<file path="config.mk">
export PLATFORM = sky130hd
export DESIGN_NAME = uart_rx_fifo
export DESIGN_NICKNAME = d
export VERILOG_FILES = /design/src/rtl/uart_pkg.sv /design/src/rtl/uart_sync_fifo.sv /design/src/rtl/uart_rx_fifo.sv
export SDC_FILE = /design/constraint.sdc
export NUM_CORES = 1
export LEC_CHECK = 0
export CORE_AREA = 5 5 139 141
export DETAILED_ROUTE_END_ITERATION = 12
export DIE_AREA = 0 0 144 146
export GPL_ROUTABILITY_DRIVEN = 0
export HOLD_SLACK_MARGIN = 0.08
export RECOVER_POWER = 100
export SYNTH_ARGS = -nofsm -noshare
export SYNTH_HDL_FRONTEND = slang
export SYNTH_HIERARCHICAL = 1
export SYNTH_SLANG_ARGS = --single-unit
</file>
<file path="constraint.sdc">
create_clock -name clk -period 12.42 [get_ports clk]
set_input_delay 3.105 -clock clk [delete_from_list [all_inputs] [get_ports clk]]
set_output_delay 3.105 -clock clk [all_outputs]
set_load 0.1 [all_outputs]
</file>
<file path="src/rtl/uart_pkg.sv">
// Definitions shared by the UART receiver, transmitter and rx FIFO:
// the byte width and the rx capture FSM encoding.
package uart_pkg;

    localparam int UART_DATA_W = 8;

    typedef enum logic {
        CAP_IDLE = 1'b0,
        CAP_HOLD = 1'b1
    } cap_state_t;

endpackage

</file>
<file path="src/rtl/uart_sync_fifo.sv">
// Synchronous first-word-fall-through FIFO: the head entry is always visible on o_data.
// The occupancy count is held separately from the pointers, so full and empty are never ambiguous.
module uart_sync_fifo #(
    parameter  int DEPTH = 16,
    parameter  int W     = 8,
    localparam int AW    = $clog2(DEPTH)
) (
    input  logic          clk,
    input  logic          reset,
    input  logic          i_push,
    input  logic [W-1:0]  i_data,
    input  logic          i_pop,
    input  logic          i_flush,
    output logic          o_push_acc,
    output logic [W-1:0]  o_data,
    output logic [AW:0]   o_count
);

    localparam logic [AW:0] FULL_CNT = (AW+1)'(DEPTH);

    logic [W-1:0]  r_mem [DEPTH];
    logic [AW-1:0] r_wr_ptr;
    logic [AW-1:0] r_rd_ptr;
    logic [AW:0]   r_count;
    logic          w_do_pop;
    logic          w_do_push;

    // A full FIFO still takes a byte when the head leaves in the same cycle.
    assign w_do_pop   = i_pop & (r_count != '0);
    assign w_do_push  = i_push & ((r_count != FULL_CNT) | w_do_pop);
    assign o_push_acc = w_do_push;
    assign o_data     = r_mem[r_rd_ptr];
    assign o_count    = r_count;

    always_ff @(posedge clk or posedge reset) begin
        if (reset) begin
            r_wr_ptr <= '0;
            r_rd_ptr <= '0;
            r_count  <= '0;
            for (int i = 0; i < DEPTH; i++) begin
                r_mem[i] <= '0;
            end
        end else if (i_flush) begin
            r_wr_ptr <= '0;
            r_rd_ptr <= '0;
            r_count  <= '0;
        end else begin
            if (w_do_push) begin
                r_mem[r_wr_ptr] <= i_data;
                r_wr_ptr        <= r_wr_ptr + 1'b1;
            end
            if (w_do_pop) begin
                r_rd_ptr <= r_rd_ptr + 1'b1;
            end
            if (w_do_push && !w_do_pop) begin
                r_count <= r_count + 1'b1;
            end else if (!w_do_push && w_do_pop) begin
                r_count <= r_count - 1'b1;
            end
        end
    end

endmodule

</file>
<file path="src/rtl/uart_rx_fifo.sv">
// Drains the UART receiver's byte-ready handshake into a FWFT FIFO and serves the
// bytes to the host as a valid/ready stream, with fill level and overflow status.
module uart_rx_fifo
    import uart_pkg::*;
#(
    parameter  int DEPTH     = 16,
    parameter  int AFULL_LVL = 12,
    localparam int AW        = $clog2(DEPTH)
) (
    input  logic                   clk,
    input  logic                   reset,
    input  logic                   i_rx_rdy,
    input  logic [UART_DATA_W-1:0] i_rx_dout,
    output logic                   o_rx_rdy_clr,
    output logic [UART_DATA_W-1:0] o_m_data,
    output logic                   o_m_valid,
    input  logic                   i_m_ready,
    input  logic                   i_flush,
    input  logic                   i_ovf_clr,
    output logic [AW:0]            o_count,
    output logic                   o_almost_full,
    output logic                   o_overflow,
    output cap_state_t             o_cap_state
);

    localparam logic [AW:0] AFULL_CNT = (AW+1)'(AFULL_LVL);

    cap_state_t r_state;
    cap_state_t w_state_nxt;
    logic       w_capture;
    logic       r_rx_rdy_clr;
    logic       r_overflow;
    logic       w_pop;
    logic       w_push_acc;
    logic       w_drop;
    logic [AW:0] w_count;

    // Capture FSM. HOLD masks rx_rdy for the one cycle the receiver needs to see
    // the registered clear; rx_rdy still high afterwards is a new byte.
    always_ff @(posedge clk or posedge reset) begin
        if (reset) begin
            r_state      <= CAP_IDLE;
            r_rx_rdy_clr <= 1'b0;
        end else begin
            r_state      <= w_state_nxt;
            r_rx_rdy_clr <= w_capture;
        end
    end

    always_comb begin
        w_state_nxt = r_state;
        w_capture   = 1'b0;
        case (r_state)
            CAP_IDLE: begin
                if (i_rx_rdy) begin
                    w_capture   = 1'b1;
                    w_state_nxt = CAP_HOLD;
                end
            end
            CAP_HOLD: w_state_nxt = CAP_IDLE;
        endcase
    end

    // Host stream: a byte transfers on every clock edge where o_m_valid and i_m_ready
    // are both high; o_m_data is stable while o_m_valid waits for i_m_ready.
    assign w_pop  = o_m_valid & i_m_ready;
    assign w_drop = w_capture & ~w_push_acc & ~i_flush;

    uart_sync_fifo #(
        .DEPTH (DEPTH),
        .W     (UART_DATA_W)
    ) u_fifo (
        .clk        (clk),
        .reset      (reset),
        .i_push     (w_capture),
        .i_data     (i_rx_dout),
        .i_pop      (w_pop),
        .i_flush    (i_flush),
        .o_push_acc (w_push_acc),
        .o_data     (o_m_data),
        .o_count    (w_count)
    );

    // A drop in the same cycle as a clear request leaves the flag set.
    always_ff @(posedge clk or posedge reset) begin
        if (reset) begin
            r_overflow <= 1'b0;
        end else if (w_drop) begin
            r_overflow <= 1'b1;
        end else if (i_ovf_clr) begin
            r_overflow <= 1'b0;
        end
    end

    assign o_rx_rdy_clr  = r_rx_rdy_clr;
    assign o_m_valid     = (w_count != '0);
    assign o_count       = w_count;
    assign o_almost_full = (w_count >= AFULL_CNT);
    assign o_overflow    = r_overflow;
    assign o_cap_state   = r_state;

endmodule

</file>
==> summary.md, run 1 <==
| Metric | Value |
|---|---|
| Status | finished, violations left |
| Violated checks | capacitance limit, slew limit |
| CP Capture Type | primary output |
| Unrepaired setup endpoints after global routing | no |
| Root Buffer | clkbuf_16 |
| 1st-iter DRT viols | 213 |
| Global-route wire length before repair | 24100 um |
| Clock-pin transition on the worst setup and hold timing paths | ~0.060 ns |
| Skew final | between 0.015 and 0.02 ns |
| Worst Max-Slew Pin Slew | 3.25 ns |
| WP data required | about 9.3 ns |
| Crit path largest cell delay | approximately 0.95 ns |
| Pre-antenna DRT Iters | 4 |
| Clock Path Buffers | 2 |
| Max_slew headroom | -118% |
| Setup TNS | 0 ns |
| Setup Viol. Count Final | 0 |
| Setup Buffers After CTS | 0 |
| Post-DR wirelength/cell | 19.9 um |
| Worst Reg-to-Reg Cells | 7 |
| Synthesized area | 0.00698 mm^2 |
| Num rows | 49 |
| Crit path DAT | 3.31 ns |
| Synth Area per Inst | roughly 15 um^2 |
| Synth Net Count | just under 500 |
| Die area | 0.0210 mm^2 |
| Hold Path Stages | 1 |
| FILL cells | 1589 |
| Vias in the first global route | 4315 |
| Initial Util | 39.1% |
| Tcrit/Tclk final | 51.6% |
| Crit path buf inv count | 2 |
| Internal reg-to-reg setup slack | roughly 9.0 ns |
| Total length of routed wires | 14600 um |
| Synth Register Bits | between 100 and 150 |
| WP depth | 5 |
| Critical path launch point type | flip-flop |
| P&R area growth vs syn | 12.6% |
| Max-slew violation count | 72 |
| Fraction of registers with async set/reset | 100% |
| Final core utilization | 44.0% |
| Worst-path fanout max | 35 |
| Power density cells | 205 mW/mm^2 |
| Worst setup path class | flip-flop to primary output |
| Synthesized instance count | roughly 470 |
| GR Overflow Total | 0 |
| Peak VDD IR | 0.128 mV |
| Final ANT Viol Nets | 0 |
| Worst-skew pair later-pin latency | 0.42 ns |
| CP max stage cell | dlygate4sd3_1 |
| Core ar. | 0.0178 mm^2 |
| Final Total Pwr | 0.00161 W |
| # DRC | 0 |
| Hold Path End | u_fifo/r_mem[111] |
| Detailed placement HPWL | between 9000 and 10000 um |
| Crit path cell chain | buf_4, mux4_2, a22oi_1, nand2_1, dlygate4sd3_1 |
| I/O Pins | 32 |
| CTS Buf Count | 17 |
| EDFF count, synth | 0 |
| Nets | 514 |
| Layout cells sized above 1 | between 30% and 40% |
| Sequential fraction of the synthesis area | between 50% and 60% |
| Static leakage | approximately 3.7 nW |
| Final Hold Fails | 0 |
| Worst R2R Start | u_fifo/o_count[4] |
| DIE WIDTH | 144 um |
| H-tree Lvls | 4 |
| Largest net degree at the start of global routing | 72 |
| Worst setup path start | u_fifo/r_rd_ptr[0] |
| Hold Crit Start | u_fifo/r_mem[111] |
| Initial antenna violation count | 0 |
| Die height | around 150 um |
| # hold bufs at CTS | 0 |
| PortBufs | 31 |
| FF-to-FF End | u_fifo/r_mem[119] |
| Max-cap violations | 1 |
| Via-to-Cell Ratio | 5.39 |
| Peak Freq | 0.156 GHz |
| DR vias | 3949 |
| Clock sink count | 143 |
| Tmin final | 6.41 ns |
| Synth warn | 6 |
| Largest delay share family, worst path | buffers and inverters |
| Tot GR Track Use | roughly 15% |
| Synth cell types | 47 |
| ANT cells | 0 |
| Top_reg_cell synth | dfrtp_1 |
| Post-CTS Resized | 0 |
| Min-delay worst type | flip-flop to flip-flop |
| CTS tree | done |
==> sequential cells by signal (all words and copies together), names as in the netlist <==
register,cells
o_rx_rdy_clr,1
u_fifo/r_wr_ptr,4
u_fifo/r_mem,128
u_fifo/r_rd_ptr,4
u_fifo/o_count,5
o_overflow,1
==> cells by family after synthesis <==
logic type	Yosys count	share of synthesized area [%]
mux	167	32.5
flops	143	51.3
simple gates	67	7.35
buf+inv	38	2.60
compound gates	34	3.48
fa+ha+maj	10	1.90
xor+xnor	7	0.879
==> how the worst max path moves through the flow <==
stage / to / slack [ns]
global route: u_fifo/r_rd_ptr[0] / 5.62
CTS: o_m_data[7] / 5.87
detailed placement: o_m_data[7] / 6.34
finish: o_m_data[7] / 6.01
global placement: o_m_data[7] / 6.36
floorplan: u_fifo/o_count[0] / 5.53
==> metal layers <==
| layer | GRT usage, % | vias to the layer above | share of wire, % |
|---|---|---|---|
| met2 | 23.4 | 43 | 50 |
| met4 | 5.89 | 0 | 1.7 |
| met1 | 20.4 | 2102 | 46 |
| met5 | 0 | - | 0 |
| met3 | 3.48 | 13 | 2.2 |
| li1 | - | 1791 | - |
==> synth_stat cells (2+ instances only) <==
cell type	number	share of area, %
a21oi_1	4	0.29
a22oi_1	16	1.7
and3_1	3	0.27
buf_1	5	0.27
buf_2	3	0.22
buf_6	2	0.32
clkbuf_1	19	1.0
dfrtp_1	143	51
ha_1	9	1.6
inv_1	7	0.38
mux2_2	123	20
mux2_4	8	1.7
mux2i_1	4	0.57
mux4_2	32	10
nand2_1	12	0.65
nand3_1	5	0.36
nand3_2	7	1.0
nand3_4	9	2.3
nor2_1	12	0.65
nor2b_1	6	0.54
nor4bb_1	2	0.29
o211ai_1	4	0.43
o21ai_0	2	0.14
xnor2_1	2	0.25
xor2_1	5	0.63
==> report_power, final <==
part           total, W  switching, W  internal (W)
sequential     0.000546     0.0000347      0.000512
combinational  0.000571      0.000392      0.000179
clock          0.000491      0.000201      0.000290
==> area by class of cell <==
type / instances / area [um^2] / share of cell area (%)
multi-input cells: 285 / 3040 / 38.7
repair buffers: 36 / 344 / 4.38
flip-flops and latches: 143 / 3580 / 45.6
clock inverters: 13 / 125 / 1.59
inverters: 7 / 27.5 / 0.350
well taps: 229 / 287 / 3.65
clock buffers: 19 / 453 / 5.77
==> stage by stage <==
step	hold WS, ns	cells	setup slack, ns	area, um^2
2_1_floorplan	0.474	466	5.53	6980
4_1_cts	0.502	732	5.87	8050
5_1_grt	0.509	732	5.62	7860
3_3_place_gp	0.481	700	6.36	7470
3_5_place_dp	0.488	700	6.34	7470
6_report	0.499	732	6.01	7860
==> layout by cell type, fill, tap and decap left out, types with 9 or more instances in the layout <==
| master | n |
|---|---|
| a22oi_1 | 16 |
| clkbuf_16 | 17 |
| clkdlybuf4s50_1 | 10 |
| dfrtp_1 | 142 |
| dlygate4sd3_1 | 21 |
| ha_1 | 9 |
| mux2_2 | 123 |
| mux4_2 | 32 |
| nand2_1 | 12 |
| nand3_1 | 21 |
| nor2_1 | 12 |
Note: power is estimated with default switching activity, not from simulation.
==> run 2: changes to the inputs <==
clock period = 6.7 ns   (was 12.42 ns; I/O delays follow)
==> summary.md, run 2 (same netlist as run 1, synthesis figures left out) <==
| Metric | Value |
|---|---|
| Setup TNS | 0 ns (unchanged) |
| CP Capture Type | primary output |
| Vias in the first global route | 4316 (+0.023%) |
| Detailed placement HPWL | 9970 um (+5.4%) |
| Worst Max-Slew Pin Slew | 3.39 ns (+0.137 ns) |
| Skew final | 0.00682 ns (-0.0123 ns) |
| Crit path DAT | 4.01 ns (+0.70 ns) |
| Pre-antenna DRT Iters | 4 (unchanged) |
| Internal reg-to-reg setup slack | 3.27 ns (-5.69 ns) |
| Num rows | 49 (unchanged) |
| Post-CTS Resized | 0 (unchanged) |
| Layout cells sized above 1 | 38.7% (-0.64 points) |
| Unrepaired setup endpoints after global routing | no |
| Hold Crit Start | u_fifo/r_mem[65] |
| Status | finished, violations left |
| Critical path launch point type | flip-flop |
| Max_slew headroom | -126% (-7.9 points) |
| H-tree Lvls | 4 (unchanged) |
| Violated checks | capacitance limit, slew limit |
| Die area | 0.0210 mm^2 (unchanged) |
| FILL cells | 1580 (-0.57%) |
| Min-delay worst type | flip-flop to flip-flop |
| Largest net degree at the start of global routing | 89 (+24%) |
| Global-route wire length before repair | 24700 um (+2.7%) |
| Peak Freq | 0.176 GHz |
| Top reg by flops | u_fifo/r_mem |
| Number of flip-flops in the largest register | 128 (unchanged) |
| Die height | 146 um (unchanged) |
| Hold Path Stages | 1 (unchanged) |
| Initial Util | 39.1% (unchanged) |
| Crit path buf inv count | 2 (unchanged) |
| Post-DR wirelength/cell | 20.2 um (+1.6%) |
| Peak VDD IR | 0.207 mV (+61%) |
| Worst setup path class | flip-flop to primary output |
| # hold bufs at CTS | 0 (unchanged) |
| Largest delay share family, worst path | buffers and inverters |
| CP max stage cell | dfrtp_1 |
| CTS Buf Count | 17 (unchanged) |
| Root Buffer | clkbuf_16 |
| Multi-input gate area | 0.00303 mm^2 (-0.21%) |
| Tcrit/Tclk final | 84.9% |
| I/O Pins | 32 (unchanged) |
| Power density cells | 390 mW/mm^2 (+90%) |
| FF-to-FF End | u_fifo/r_mem[100] |
| Final ANT Viol Nets | 0 (unchanged) |
| Register area | 0.00358 mm^2 (unchanged) |
| Worst-path fanout max | 24 (-31%) |
| Max-slew violation count | 89 (+24%) |
| Max-cap violations | 1 (unchanged) |
| Total length of routed wires | 14800 um (+1.3%) |
| GR Overflow Total | 0 (unchanged) |
| DIE WIDTH | 144 um (unchanged) |
| Most frequent cells in the layout | dfrtp_1, mux2_2, mux4_2 |
| Tot GR Track Use | 15.2% (+0.092 points) |
| PortBufs | 31 (unchanged) |
| CTS tree | done |
| Clock-pin transition on the worst setup and hold timing paths | 0.06 ns (about the same) |
| Worst-skew pair later-pin latency | 0.42 ns (about the same) |
| Static leakage | 3.72 nW (+0.52%) |
| DR vias | 3934 (-0.38%) |
| WP data required | 5.03 ns (-4.28 ns) |
| Via-to-Cell Ratio | 5.39 (-0.11%) |
| ANT cells | 0 (unchanged) |
| P&R area growth vs syn | 13.2% |
| Crit path cell chain | buf_4, mux4_2, a22oi_1, nand2_1, dlygate4sd3_1 |
| Setup Viol. Count Final | 0 (unchanged) |
| Nets | 512 (-0.39%) |
| Final Hold Fails | 0 (unchanged) |
| # DRC | 0 (unchanged) |
| Worst setup path start | u_fifo/r_rd_ptr[0] |
| Initial antenna violation count | 0 (unchanged) |
| Tmin final | ~5.7 ns |
| Worst Setup EP | o_m_data[0] |
| Clock Path Buffers | 2 (unchanged) |
| Commonest non-fill, non-tap cell in the layout | dfrtp_1 |
| Worst R2R Start | u_fifo/o_count[4] |
| Setup Buffers After CTS | 0 (unchanged) |
| WP depth | 5 (unchanged) |
| Worst Reg-to-Reg Cells | 7 (unchanged) |
| Final Total Pwr | 0.00308 W (+91%) |
| 1st-iter DRT viols | 267 (+25%) |
| Core ar. | 0.0178 mm^2 (unchanged) |
| Clock sink count | 143 (unchanged) |
| Crit path largest cell delay | 1.33 ns (+0.38 ns) |
-- run 2: where the power goes --
part	internal [W]	total, W	switching [W]
clock network	0.000639	0.00101	0.000376
registers	0.000947	0.00107	0.000127
logic	0.000333	0.000989	0.000656
total	0.00192	0.00308	0.00116
-- run 2: per-layer routing --
| metal | GRT usage [%] | routed length [um] |
|---|---|---|
| met5 | 0 | 0 |
| met4 | 5.27 | 190 |
| met3 | 2.83 | 345 |
| met2 | 24.0 | 7490 |
| met1 | 20.9 | 6750 |
-- run 2: through the flow --
step / hold WS (ns) / area (um^2) / std cells / setup WS (ns) / utilization [%]
finish: 0.496 / 7900 / 730 / 1.01 / 44.3
global route: 0.507 / 7900 / 730 / 0.617 / 44.3
CTS: 0.502 / 8090 / 730 / 1.34 / 45.4
detailed placement: 0.487 / 7450 / 698 / 1.81 / 41.8
global placement: 0.482 / 7450 / 698 / 1.86 / 41.8
floorplan: 0.474 / 6980 / 466 / 1.24 / -
-- run 2: layout make-up --
cell class	count	area share (%)
clock inverters	14	2.55
clock buffers	18	5.56
inverters	7	0.333
multi-input cells	285	38.4
flip-flops and latches	143	45.3
well taps	229	3.63
repair buffers	34	4.17
-- run 2: worst min path at each step --
stage                             endpoint  slack [ns]
after CTS                 u_fifo/r_mem[77]        0.50
after global routing      u_fifo/r_mem[67]        0.51
after detailed placement  u_fifo/r_mem[77]        0.49
final                     u_fifo/r_mem[65]        0.50
after floorplan           u_fifo/r_mem[10]        0.47
after global placement    u_fifo/r_mem[11]        0.48
==> patch 1, RTL diff (flow settings as in run 2) <==
Make the reset (`reset`) synchronous in 3 clocked blocks.
--- a/src/rtl/uart_sync_fifo.sv
+++ b/src/rtl/uart_sync_fifo.sv
@@ -34,3 +34,3 @@
 
-    always_ff @(posedge clk or posedge reset) begin
+    always_ff @(posedge clk) begin
         if (reset) begin
--- a/src/rtl/uart_rx_fifo.sv
+++ b/src/rtl/uart_rx_fifo.sv
@@ -39,3 +39,3 @@
     // the registered clear; rx_rdy still high afterwards is a new byte.
-    always_ff @(posedge clk or posedge reset) begin
+    always_ff @(posedge clk) begin
         if (reset) begin
@@ -84,3 +84,3 @@
     // A drop in the same cycle as a clear request leaves the flag set.
-    always_ff @(posedge clk or posedge reset) begin
+    always_ff @(posedge clk) begin
         if (reset) begin
Formal check against the unedited RTL: differs if reset is asserted again (counterexample within 4 cycles, from zero or initial values and one cycle with reset high); with reset held inactive, the same outputs for 4 cycles.
==> patch 1 against run 2 <==
- synthesized area decreased by 2.1%
- clock skew decreased by 0.00070 ns
- final area decreased by 1.0%
- sequential cell count increased by 4
- non-clock buffer count decreased by 1
- via count increased by 6.0%
- routed wire length increased by 15%
- worst setup slack improved by 0.54 ns
- count of clock-buffer cells in the layout decreased by 1
- hold slack got worse by 0.027 ns
Power is not compared: it rests on default switching activity, and its combinational part moved more than twofold at a synthesized area within 25%.
==> patch 1: results (changes against run 2) <==
M1WIRELENGTH_MM=7.18  # +6.5%
SYNTH.YOSYS.SEQ_AREA_SHARE_PCT=61.8  # +11 points
FILLER_CELL_COUNT=1594  # +0.89%
CRIT_ARRIVAL_NS=3.47  # -0.54 ns
FIN_WORST_SKEW_NS=0.00612  # -0.000698 ns
YS_TYPES=48  # +2.1%
MIN_DELAY_PATH_DEPTH=2  # +1
FIRSTDRTPASSITERS=5  # +1
REGTOREGSTARTPOINT='u_fifo/o_count[0]$_SDFFE_PP0P_'
HOLDWS_NS=0.469  # -0.0268 ns
GRT_MAX_DEGREE=33  # -63%
STDCELL_COUNT=768  # +5.2%
CELL_WITH_THE_LARGEST_STAGE_DELAY_ON_THE_WORST_PATH='sky130_fd_sc_hd__dlygate4sd3_1'
MEAN_NUMBER_OF_VIAS_PER_CELL=5.43  # +0.80%
SYNTH_MOST_COMMON_CELL='sky130_fd_sc_hd__edfxtp_1'
CP_SLOWEST_STAGE_DELAY_NS=0.95  # -0.38 ns
FINALMAXSLEWVIOLATIONS=0  # -100%
SYNTH-EDFF-COUNT=128  # +128
POSTSYNTH.ASYNCRESETSHARE_PCT=0  # -100 points
SYNTHTOPCELLSBYCOUNT='128 x sky130_fd_sc_hd__edfxtp_1, 116 x sky130_fd_sc_hd__nor2_1, 35 x sky130_fd_sc_hd__and2_1'
AVG_SYNTHESIZED_CELL_AREA_SQ_UM=13.7  # -8.5%
SYNTH_AREA_LEADERS='sky130_fd_sc_hd__edfxtp_1 56%, sky130_fd_sc_hd__mux4_2 11%, sky130_fd_sc_hd__nor2_1 6.4%, sky130_fd_sc_hd__dfxtp_1 5.6%, sky130_fd_sc_hd__and2_1 3.2%'
HOLD_START='o_overflow$_SDFFE_PP0P_'
GRT_FIRST_PASS_WIRELENGTH_MM=26.2  # +6.0%
VIA_COUNT_OF_THE_FIRST_GLOBAL_ROUTING_PASS=4239  # -1.8%
PATH_MAX_FANOUT=25  # +4.2%
R2R-END='u_fifo/o_count[3]$_SDFFE_PP0P_'
WORST-SLEW-PIN-TRANSITION_NS=0.989  # -2.40 ns
STATUS='finished, final reports clean'
DRIVE_ABOVE_1_SHARE_PCT=13.4  # -25 points
## patch 1: changes by cell type after synthesis, sizes merged, moves of 34 or more
cell	delta
edfxtp	+128
dfrtp	-143
and2	+34
mux2	-131
nor2	+105
## patch 1: stage by stage
| step | utilization, % | cell area (sq um) | power (mW) |
|---|---|---|---|
| final | 43.8 | 7820 | 2.29 |
| after global routing | 43.8 | 7820 | 2.37 |
| after CTS | 44.5 | 7940 | 2.31 |
| after detailed placement | 41.0 | 7320 | 1.33 |
| after global placement | 41.0 | 7320 | 1.32 |
| after floorplan | - | 6830 | 1.25 |
## patch 1: metal layers
metal,global-route usage [%],vias to the layer above
li1,-,1896
met1,23.0,2119
met2,27.6,142
met3,3.12,15
met4,5.79,0
met5,0,-
## patch 1: worst max-delay path by stage
stage / to / slack (ns) / start / cells after the start
6_report: o_m_data[4] / 1.55 / flip-flop / 5
5_1_grt: o_m_data[4] / 1.27 / flip-flop / 5
4_1_cts: o_m_data[4] / 1.42 / flip-flop / 5
3_5_place_dp: u_fifo/r_mem[9][0]$_SDFFCE_PN0P_ / 1.86 / i_m_ready / 6
3_3_place_gp: o_m_data[2] / 1.89 / flip-flop / 5
2_1_floorplan: u_fifo/o_count[3]$_SDFFE_PP0P_ / 2.90 / i_m_ready / 11
## patch 1: worst max-delay path: cells and delay by family, from the launching register on
family / cells / cell delay [ns]
buffers and inverters: 2 / 1.29
DFF: 1 / 0.94
and+or+nand+nor: 1 / 0.10
AOI/OAI and AO/OA: 1 / 0.19
muxes: 1 / 0.52
## patch 1: cell families (layout without fill, tap and decap cells)
kind of cell / after synthesis / after routing / share of synthesized area, %
AO/OA/AOI/OAI: 52 / 52 / 5.62
flip-flops: 147 / 147 / 61.8
multiplexers: 34 / 34 / 10.8
buffers and inverters: 30 / 70 / 2.07
adder cells (fa/ha/maj): 10 / 10 / 1.94
AND/OR/NAND/NOR: 220 / 220 / 16.9
XOR/XNOR: 6 / 6 / 0.769
## patch 1: power groups by stage
stage	Clock (mW)	Sequential, mW	Combinational (mW)
final	0.993	1.05	0.247
after global routing	1.05	1.05	0.262
after CTS	1.01	1.05	0.259
after detailed placement	0	1.07	0.258
after global placement	0	1.07	0.255
after floorplan	0	1.08	0.172
## patch 1: cell type report
type / instances / share of cell area (%)
Multi-Input combinational cell: 322 / 30.0
Clock buffer: 17 / 5.44
Sequential cell: 147 / 54.0
Tap cell: 229 / 3.67
Inverter: 5 / 0.240
Clock inverter: 15 / 2.45
Timing Repair Buffer: 33 / 4.16
==> patch 2, RTL diff (flow settings as in run 2) <==
Without the edit above. The package constant `UART_DATA_W` goes from 8 to 7.
--- a/src/rtl/uart_pkg.sv
+++ b/src/rtl/uart_pkg.sv
@@ -4,3 +4,3 @@
 
-    localparam int UART_DATA_W = 8;
+    localparam int UART_DATA_W = 7;
 
Interface: changed (resized i_rx_dout and o_m_data); port bits go from 32 to 30. No check against the original RTL was run, so the function may have changed too.
==> patch 2 against run 2 <==
- the flow still finishes with violations (max-capacitance violations, max-slew violations)
- synthesized area fell by 6.9%
- worst setup slack improved by 0.56 ns
- sequential power fell by 9%
- sequential share of layout area fell by 0.72 points
- final area fell by 9.8%
- routed wire length fell by 13%
- register-to-register slack barely moved
- total power fell by 12%
- hold slack got worse by 0.0072 ns
- sequential cell count fell by 16
- critical path type unchanged
- largest power group unchanged
- highest routed layer unchanged
==> patch 2: results (changes against run 2) <==
CRIT_ARRIVAL_NS=3.45  # -0.56 ns
DR.FIRST_ITER.DRC_COUNT=159  # -40%
MULTI_INPUT_COMB_AREA_SQ_UM=2790  # -8.0%
HOLD_START='u_fifo/r_mem[4]$_DFFE_PP0P_'
SIGNAL_BUFFERS=31  # -8.8%
ROUTED_VIAS=3605  # -8.4%
VIA_COUNT_OF_THE_FIRST_GLOBAL_ROUTING_PASS=3917  # -9.2%
CELLLEAKAGEPOWER_nW=3.39  # -9.0%
VIOLATIONS='max-capacitance violations, max-slew violations'
DPL-INSTANCE-AREA_SQ_UM=6950  # -6.8%
MET2_LENGTH_MM=6.47  # -14%
WORST-R2R-CELL-COUNT=6  # -1
STATUS='complete, but fails checks'
MAX-CAP-VIOLATIONS=1  # unchanged
SYNTH-ADDER-AREA-SHARE_PCT=2.04  # +0.14 points
DETAIL_ROUTE.WL_PER_CELL_UM=18.7  # -7.4%
FILLER_CELL_COUNT=1664  # +5.3%
GRT_FIRST_PASS_WIRELENGTH_MM=22.1  # -11%
WORST-SLEW-PIN-TRANSITION_NS=3.24  # -0.149 ns
FINALMAXSLEWVIOLATIONS=87  # -2.2%
POST_SYNTHESIS_CELLS=424  # -9.0%
PRE_CTS_WS_NS=1.93  # +0.122 ns
LARGEST_REGISTER_FFS=112  # -13%
CRIT_END='o_m_data[6]'
PATH_MAX_FANOUT=31  # +29%
==> patch 2: cell count changes in the layout (fill, tap and decap cells not counted), moves of 2 or more <==
cell,run 2,this run
sky130_fd_sc_hd__a22oi_1,16,14
sky130_fd_sc_hd__bufinv_16,4,0
sky130_fd_sc_hd__clkinv_2,1,4
sky130_fd_sc_hd__dfrtp_1,142,126
sky130_fd_sc_hd__mux2_1,7,57
sky130_fd_sc_hd__mux2_2,123,49
sky130_fd_sc_hd__mux2_4,1,9
sky130_fd_sc_hd__mux4_2,32,28
==> patch 2: critical path, delay by kind of cell, from the launching register on <==
| kind | cells | cell delay [ns] |
|---|---|---|
| buffers and inverters | 1 | 0.95 |
| and+or+nand+nor | 1 | 0.12 |
| muxes | 1 | 0.60 |
| DFF | 1 | 1.08 |
| AOI/OAI and AO/OA | 1 | 0.27 |
==> patch 2: layer usage <==
metal	track usage [%]	vias to the layer above
met1	18.5	1907
li1	-	1616
met2	21.3	68
met5	0	-
met4	3.44	0
met3	3.25	14
